[config.mk]
export PLATFORM = sky130hd
export DESIGN_NAME = control_fsm
export DESIGN_NICKNAME = d
export VERILOG_FILES = /design/src/rtl/rv32i_pkg.sv /design/src/rtl/main_decoder.sv /design/src/rtl/control_fsm.sv
export SDC_FILE = /design/constraint.sdc
export NUM_CORES = 1
export LEC_CHECK = 0
export CORE_MARGIN = 3
export CORE_UTILIZATION = 50
export CTS_CLUSTER_DIAMETER = 80
export DETAILED_ROUTE_END_ITERATION = 10
export PLACE_DENSITY = 0.82
export SLEW_MARGIN = 40
export SYNTH_ARGS = -nofsm -noshare
export SYNTH_HDL_FRONTEND = slang
export SYNTH_SLANG_ARGS = --single-unit
export TNS_END_PERCENT = 20
[constraint.sdc]
create_clock -name clk -period 4.4 [get_ports clk]
set_input_delay 0.44 -clock clk [delete_from_list [all_inputs] [get_ports clk]]
set_output_delay 0.44 -clock clk [all_outputs]
set_load 0.01 [all_outputs]
[src/rtl/rv32i_pkg.sv]
// rv32i_pkg: opcode constants, FSM state enum, control-field encodings and decode helpers
// shared by control_fsm and main_decoder.
package rv32i_pkg;

    localparam logic [6:0] OP_LOAD   = 7'b0000011;
    localparam logic [6:0] OP_STORE  = 7'b0100011;
    localparam logic [6:0] OP_BRANCH = 7'b1100011;
    localparam logic [6:0] OP_JAL    = 7'b1101111;
    localparam logic [6:0] OP_JALR   = 7'b1100111;
    localparam logic [6:0] OP_LUI    = 7'b0110111;
    localparam logic [6:0] OP_AUIPC  = 7'b0010111;
    localparam logic [6:0] OP_IMM    = 7'b0010011;
    localparam logic [6:0] OP_REG    = 7'b0110011;

    typedef enum logic [2:0] {FETCH, DECODE, EXEC, MEM, WB, TRAP} state_t;

    typedef enum logic [3:0] {
        ALU_ADD, ALU_SUB, ALU_SLL, ALU_SLT, ALU_SLTU, ALU_XOR,
        ALU_SRL, ALU_SRA, ALU_OR, ALU_AND, ALU_PASS_B
    } alu_op_t;

    typedef enum logic [2:0] {BR_NEVER, BR_EQ, BR_NE, BR_LT, BR_GE, BR_LTU, BR_GEU, BR_ALWAYS} br_type_t;
    typedef enum logic [2:0] {IMM_I, IMM_S, IMM_B, IMM_U, IMM_J} imm_src_t;
    typedef enum logic [1:0] {WB_PC4, WB_ALU, WB_RDATA} wb_sel_t;
    typedef enum logic [2:0] {RD_NONE, RD_LB, RD_LH, RD_LW, RD_LBU, RD_LHU} read_ctl_t;
    typedef enum logic [2:0] {WR_NONE, WR_SB, WR_SH, WR_SW} write_ctl_t;

    typedef struct packed {
        logic       reg_wr;
        logic       is_mem;
        logic       sel_a;
        logic       sel_b;
        wb_sel_t    wb_sel;
        imm_src_t   imm_src;
        alu_op_t    alu_op;
        br_type_t   br_type;
        read_ctl_t  read_ctl;
        write_ctl_t write_ctl;
    } ctrl_t;

    // RV32I legality of an opcode/funct3/funct7 triple; funct7 only matters where it
    // encodes an operation (R-type and the shift immediates).
    function automatic logic is_legal(input logic [6:0] op, input logic [2:0] f3, input logic [6:0] f7);
        case (op)
            OP_REG:    return f7 == 7'h00 || (f7 == 7'h20 && (f3 == 3'd0 || f3 == 3'd5));
            OP_IMM:    return f3 == 3'd1 ? f7 == 7'h00 : f3 == 3'd5 ? (f7 == 7'h00 || f7 == 7'h20) : 1'b1;
            OP_LOAD:   return f3 inside {3'd0, 3'd1, 3'd2, 3'd4, 3'd5};
            OP_STORE:  return f3 < 3'd3;
            OP_BRANCH: return f3[2:1] != 2'b01;
            OP_JALR:   return f3 == 3'd0;
            OP_LUI, OP_AUIPC, OP_JAL: return 1'b1;
            default:   return 1'b0;
        endcase
    endfunction

    // funct3 -> ALU op; alt selects SUB/SRA and is only raised for funct3 000/101.
    function automatic alu_op_t alu_from_f3(input logic [2:0] f3, input logic alt);
        logic [3:0] w;
        w = {1'b0, f3};
        return alt ? (f3 == 3'd0 ? ALU_SUB : ALU_SRA)
                   : alu_op_t'(f3 == 3'd0 ? 4'd0 : f3 < 3'd6 ? w + 4'd1 : w + 4'd2);
    endfunction

endpackage

[src/rtl/main_decoder.sv]
// main_decoder: combinational instruction decode into an ungated control bundle.
// Ports: opcode/funct3/funct7 (registered instruction fields) in; ctrl (ctrl_t) out,
// all-zero for an illegal instruction.
module main_decoder
    import rv32i_pkg::*;
(
    input  logic [6:0] opcode,
    input  logic [2:0] funct3,
    input  logic [6:0] funct7,
    output ctrl_t      ctrl
);

    always_comb begin
        ctrl = '0;
        if (is_legal(opcode, funct3, funct7)) begin
            ctrl.sel_a  = 1'b1;
            ctrl.sel_b  = 1'b1;
            ctrl.reg_wr = 1'b1;
            ctrl.wb_sel = WB_ALU;
            case (opcode)
                OP_REG: begin
                    ctrl.sel_b  = 1'b0;
                    ctrl.alu_op = alu_from_f3(funct3, funct7[5]);
                end
                OP_IMM: ctrl.alu_op = alu_from_f3(funct3, funct3 == 3'd5 && funct7[5]);
                OP_LOAD: begin
                    ctrl.is_mem   = 1'b1;
                    ctrl.wb_sel   = WB_RDATA;
                    ctrl.read_ctl = read_ctl_t'(funct3[2] ? 3'd4 + {2'b0, funct3[0]} : {1'b0, funct3[1:0]} + 3'd1);
                end
                OP_STORE: begin
                    ctrl.is_mem    = 1'b1;
                    ctrl.reg_wr    = 1'b0;
                    ctrl.imm_src   = IMM_S;
                    ctrl.write_ctl = write_ctl_t'(funct3 + 3'd1);
                end
                OP_BRANCH: begin
                    ctrl.sel_a   = 1'b0;
                    ctrl.reg_wr  = 1'b0;
                    ctrl.imm_src = IMM_B;
                    // 000,001 -> BEQ,BNE ; 100..111 -> BLT..BGEU
                    ctrl.br_type = br_type_t'(funct3[2] ? funct3 - 3'd1 : funct3 + 3'd1);
                end
                OP_LUI: begin
                    ctrl.sel_a   = 1'b0;
                    ctrl.imm_src = IMM_U;
                    ctrl.alu_op  = ALU_PASS_B;
                end
                OP_AUIPC: begin
                    ctrl.sel_a   = 1'b0;
                    ctrl.imm_src = IMM_U;
                end
                OP_JAL: begin
                    ctrl.sel_a   = 1'b0;
                    ctrl.imm_src = IMM_J;
                    ctrl.wb_sel  = WB_PC4;
                    ctrl.br_type = BR_ALWAYS;
                end
                OP_JALR: begin
                    ctrl.wb_sel  = WB_PC4;
                    ctrl.br_type = BR_ALWAYS;
                end
                default: ;
            endcase
        end
    end

endmodule

[src/rtl/control_fsm.sv]
// control_fsm: multi-cycle RV32I control unit (FETCH/DECODE/EXEC/MEM/WB/TRAP).
// Ports: clk, rst (async active-low); opcode/funct3/funct7/mem_ack in;
// reg_wr, sel_A, sel_B, wb_sel, ImmSrc, alu_op, br_type, ReadControl, WriteControl,
// pc_en, mem_req, trap, instret out.
module control_fsm
    import rv32i_pkg::*;
#(
    parameter int MEM_TIMEOUT = 15
) (
    input  logic        clk,
    input  logic        rst,
    input  logic [6:0]  opcode,
    input  logic [2:0]  funct3,
    input  logic [6:0]  funct7,
    input  logic        mem_ack,
    output logic        reg_wr,
    output logic        sel_A,
    output logic        sel_B,
    output logic [1:0]  wb_sel,
    output logic [2:0]  ImmSrc,
    output logic [3:0]  alu_op,
    output logic [2:0]  br_type,
    output logic [2:0]  ReadControl,
    output logic [2:0]  WriteControl,
    output logic        pc_en,
    output logic        mem_req,
    output logic        trap,
    output logic [31:0] instret
);

    state_t     state, next;
    logic [6:0] op_q, f7_q;
    logic [2:0] f3_q;
    logic [7:0] wait_cnt;
    ctrl_t      ctrl;

    main_decoder u_dec (.opcode(op_q), .funct3(f3_q), .funct7(f7_q), .ctrl(ctrl));

    always_ff @(posedge clk or negedge rst) begin
        if (!rst) begin
            state    <= FETCH;
            op_q     <= '0;
            f3_q     <= '0;
            f7_q     <= '0;
            wait_cnt <= '0;
            instret  <= '0;
        end else begin
            state <= next;
            if (state == DECODE) begin
                op_q <= opcode;
                f3_q <= funct3;
                f7_q <= funct7;
            end
            // Held at zero outside MEM, so every MEM entry starts a fresh count.
            wait_cnt <= state == MEM && !mem_ack ? wait_cnt + 8'd1 : 8'd0;
            if (state == WB) instret <= instret + 32'd1;
        end
    end

    always_comb begin
        next = state;
        case (state)
            FETCH:  next = DECODE;
            // Legality is judged on the live fields, before they are captured.
            DECODE: next = is_legal(opcode, funct3, funct7) ? EXEC : TRAP;
            EXEC:   next = ctrl.is_mem ? MEM : WB;
            MEM:    next = mem_ack ? WB : wait_cnt == 8'(MEM_TIMEOUT - 1) ? TRAP : MEM;
            WB:     next = FETCH;
            TRAP:   next = TRAP;
            default: next = FETCH;
        endcase
    end

    assign sel_A        = ctrl.sel_a;
    assign sel_B        = ctrl.sel_b;
    assign wb_sel       = ctrl.wb_sel;
    assign ImmSrc       = ctrl.imm_src;
    assign alu_op       = ctrl.alu_op;
    assign reg_wr       = state == WB && ctrl.reg_wr;
    assign pc_en        = state == WB;
    assign br_type      = state == WB ? ctrl.br_type : BR_NEVER;
    assign mem_req      = state == MEM;
    assign ReadControl  = state == MEM ? ctrl.read_ctl : RD_NONE;
    assign WriteControl = state == MEM ? ctrl.write_ctl : WR_NONE;
    assign trap         = state == TRAP;

endmodule

==> results by group <==
Outcome
  • Outcome: complete, no violations

Die
  • Die Y: 87.76 um
  • Io pins: 76
  • Initial core utilization: 0.5204
  • Std-Cell Rows: 29
  • Core region area: 6422 um^2
  • Die area: 7701 um^2
  • Die X-Extent: 87.76 um

Synth
  • Synthesized cell area: 3342 um^2
  • Synth warn: 0
  • Syn Inst Count: 334
  • Mapped Nets: 369
  • Unique masters post-synth: 55
  • #FFs+latches synth: 60
  • Number of synthesized flops with an enable pin: 0
  • Synth Area per Inst: 10.01 um^2
  • Post-synth ARST share: 1.000
  • Sequential share of the synthesized area: 0.4493
  • Top FF cell, synth: dfrtp_1

STA
  • Skew final: 0.01239 ns
  • Tightest Pin Transition: 0.7071 ns
  • Hold Fails Final Rpt: 0
  • Crit share post-route: 0.8769
  • Worst rel slew slack: 0.5276
  • Max Fclk: 259.2 MHz
  • Tmin final: 3.858 ns
  • RSZ-0062 raised after global routing: no
  • Worst hold margin: 0.02803 ns
  • Setup TNS: 0 ns
  • Slew Limit Fails: 0
  • Setup Viol. Count Final: 0

CTS
  • CTS tree: built
  • Clock tree sinks: 60
  • Post-CTS setup buffers: 0
  • Number of buffers created by CTS: 9
  • Clock root cell: clkbuf_8
  • Clock latency on the worst-skew pair: 0.35 ns
  • Clk slew on worst S/H paths: 0.07 ns
  • H-tree level count: 3
  • Post-cts resize count: 0
  • Cts hold-fix bufs: 0
  • Clock Path Buffers: 2

Routing
  • Via count: 2,720
  • DRT Pass-1 Iters: 4
  • Remaining antenna violation count: 0
  • Routed len/inst: 15.29 um
  • DR DRC count: 0
  • Routed WL: 7628 um
  • Vias/cell: 5.451
  • Drt initial violations: 110

Global route
  • Initial antenna violation count: 0
  • Gr ovfl total: 0
  • Vias in the first global route: 2,775
  • Largest net degree at the start of global routing: 61
  • Gr usage total: 0.2195
  • First-pass GRT wire length: 13,240 um

Flow run
  • Max Cap Violations: 0

Setup path
  • Max Fanout on Critical Path: 11
  • RR Startpoint: f3_q[1]
  • Worst r2r path cells: 8
  • R2R Path End: state[0]
  • Startpoint types: flip-flop
  • Setup crit end kind: output port
  • WS Path Type: flip-flop to output port
  • WP data arrival: 3.42 ns
  • Critical Path RT: 3.96 ns
  • Reg2reg setup slack: 1.60 ns

Place
  • PortBufs: 75
  • GPL Wtd Cong: 0.8681
  • Area after DPL: 4164 um^2
  • HPWL Detailed: 5527 um

Cells and area
  • Share of layout cells above drive strength 1: 0.09953
  • Diode count: 0
  • Area growth syn-to-layout: 30.63%
  • Finished Cell Area: 4365 um^2
  • # nets final: 452
  • Post-layout util: 0.6797

Min path
  • Hold Path Class: primary input to async pin

Power and ir drop
  • PD cells: 423.5 nW/um^2
  • P_leak: 1.904 nW
  • Maximum vdd drop: 0.0003225 V
## state kept, by name (all words and copies together), names as in the netlist
| signal | count |
|---|---|
| instret | 32 |
| wait_cnt | 8 |
| f7_q | 7 |
| op_q | 7 |
| f3_q | 3 |
| state | 3 |
## layout by cell type (no fill, tap or decap), drive strengths merged, types with 5 or more instances in the layout
master	n
nor3	8
and3	13
clkbuf	9
mux2	14
and2	9
buf	5
nand3	11
or3	5
clkdlybuf4s50	74
ha	15
xor2	15
nor2	24
nand2	32
xnor2	24
a21oi	8
o21ai	13
dfrtp	60
inv	19
## cell families (layout without fill, tap and decap cells)
family                     count (synthesis)  after routing  share of synthesized area
adders and majority gates                 15             15                    0.05616
muxes                                     16             16                    0.05316
xor gates and xnor gates                  39             39                     0.1022
DFF                                       60             60                     0.4493
and+or+nand+nor                          138            138                     0.2231
buffers and inverters                     23            111                    0.03070
AOI/OAI and AO/OA                         43             43                    0.08537
## per-stage QoR
step                      worst slack [ns]  total power [mW]  cells
final                               0.5417             1.849    499
after global placement               1.048             1.400    482
after CTS                           0.5266             1.863    498
after global routing                0.2656             1.994    499
after floorplan                      1.651             1.190    334
after detailed placement            0.9141             1.408    482
## critical path, cell delays in order (launching register included)
cell and delay [ns]:
dfrtp_1 0.46, inv_1 0.17, ha_1 0.27, a21boi_0 0.11, a2111oi_0 0.43, o21ai_1 0.18, and4b_1 0.37, nor4_1 0.36
and2_1 0.20, clkdlybuf4s50_1 0.53
## synth_stat cells (2+ instances only)
library cell	count	area, um^2
a21oi_1	8	40.04
and2_1	9	56.30
and3_1	12	75.07
and4b_1	2	20.02
buf_6	2	22.52
clkbuf_1	4	15.01
dfrtp_1	60	1501
ha_1	15	187.7
inv_1	16	60.06
mux2_2	14	157.7
mux2i_1	2	20.02
nand2_1	32	120.1
nand2b_1	4	25.02
nand3_1	11	55.05
nand3b_1	3	22.52
nand4_1	4	25.02
nand4b_1	2	17.52
nor2_1	24	90.09
nor2b_1	4	25.02
nor3_1	8	40.04
nor3b_1	2	15.01
nor4_1	4	25.02
o211ai_1	3	22.52
o21ai_0	12	60.06
o21bai_1	2	15.01
o31ai_1	2	15.01
or2_2	2	12.51
or3_1	5	31.28
or4_1	3	22.52
xnor2_1	24	210.2
xor2_1	15	131.4
## area by class of cell
cell class	count	area (um^2)
clock buffer	9	123.9
clock inverter	7	57.56
fill	508	2057
inverter	16	60.06
multi-input combinational	251	1738
sequential	60	1501
tap	77	96.34
timing repair buffer	79	788.3
## power breakdown
part | leakage, nW | switching, mW | internal, mW
clock | 0.0829 | 0.238 | 0.210
combinational | 1.03 | 0.306 | 0.312
sequential | 0.790 | 0.129 | 0.652
total | 1.90 | 0.674 | 1.17
## how the worst max path moves through the flow
| stage | start | to | slack, ns | cells past startpoint |
|---|---|---|---|---|
| after floorplan | f3_q[2] | reg_wr | 1.65 | 10 |
| after global placement | f3_q[0] | WriteControl[0] | 1.05 | 9 |
| after global routing | f3_q[1] | WriteControl[1] | 0.27 | 9 |
| final | f3_q[1] | WriteControl[1] | 0.54 | 9 |
| after detailed placement | f3_q[1] | WriteControl[1] | 0.91 | 9 |
| after CTS | f3_q[1] | WriteControl[1] | 0.53 | 9 |
## metal layers
layer  global-route usage  share of wire
met3              0.07056          0.071
met4              0.07531          0.015
met2               0.3459           0.46
met5                    0              0
met1               0.2864           0.46
(Power assumes the default switching activity.)
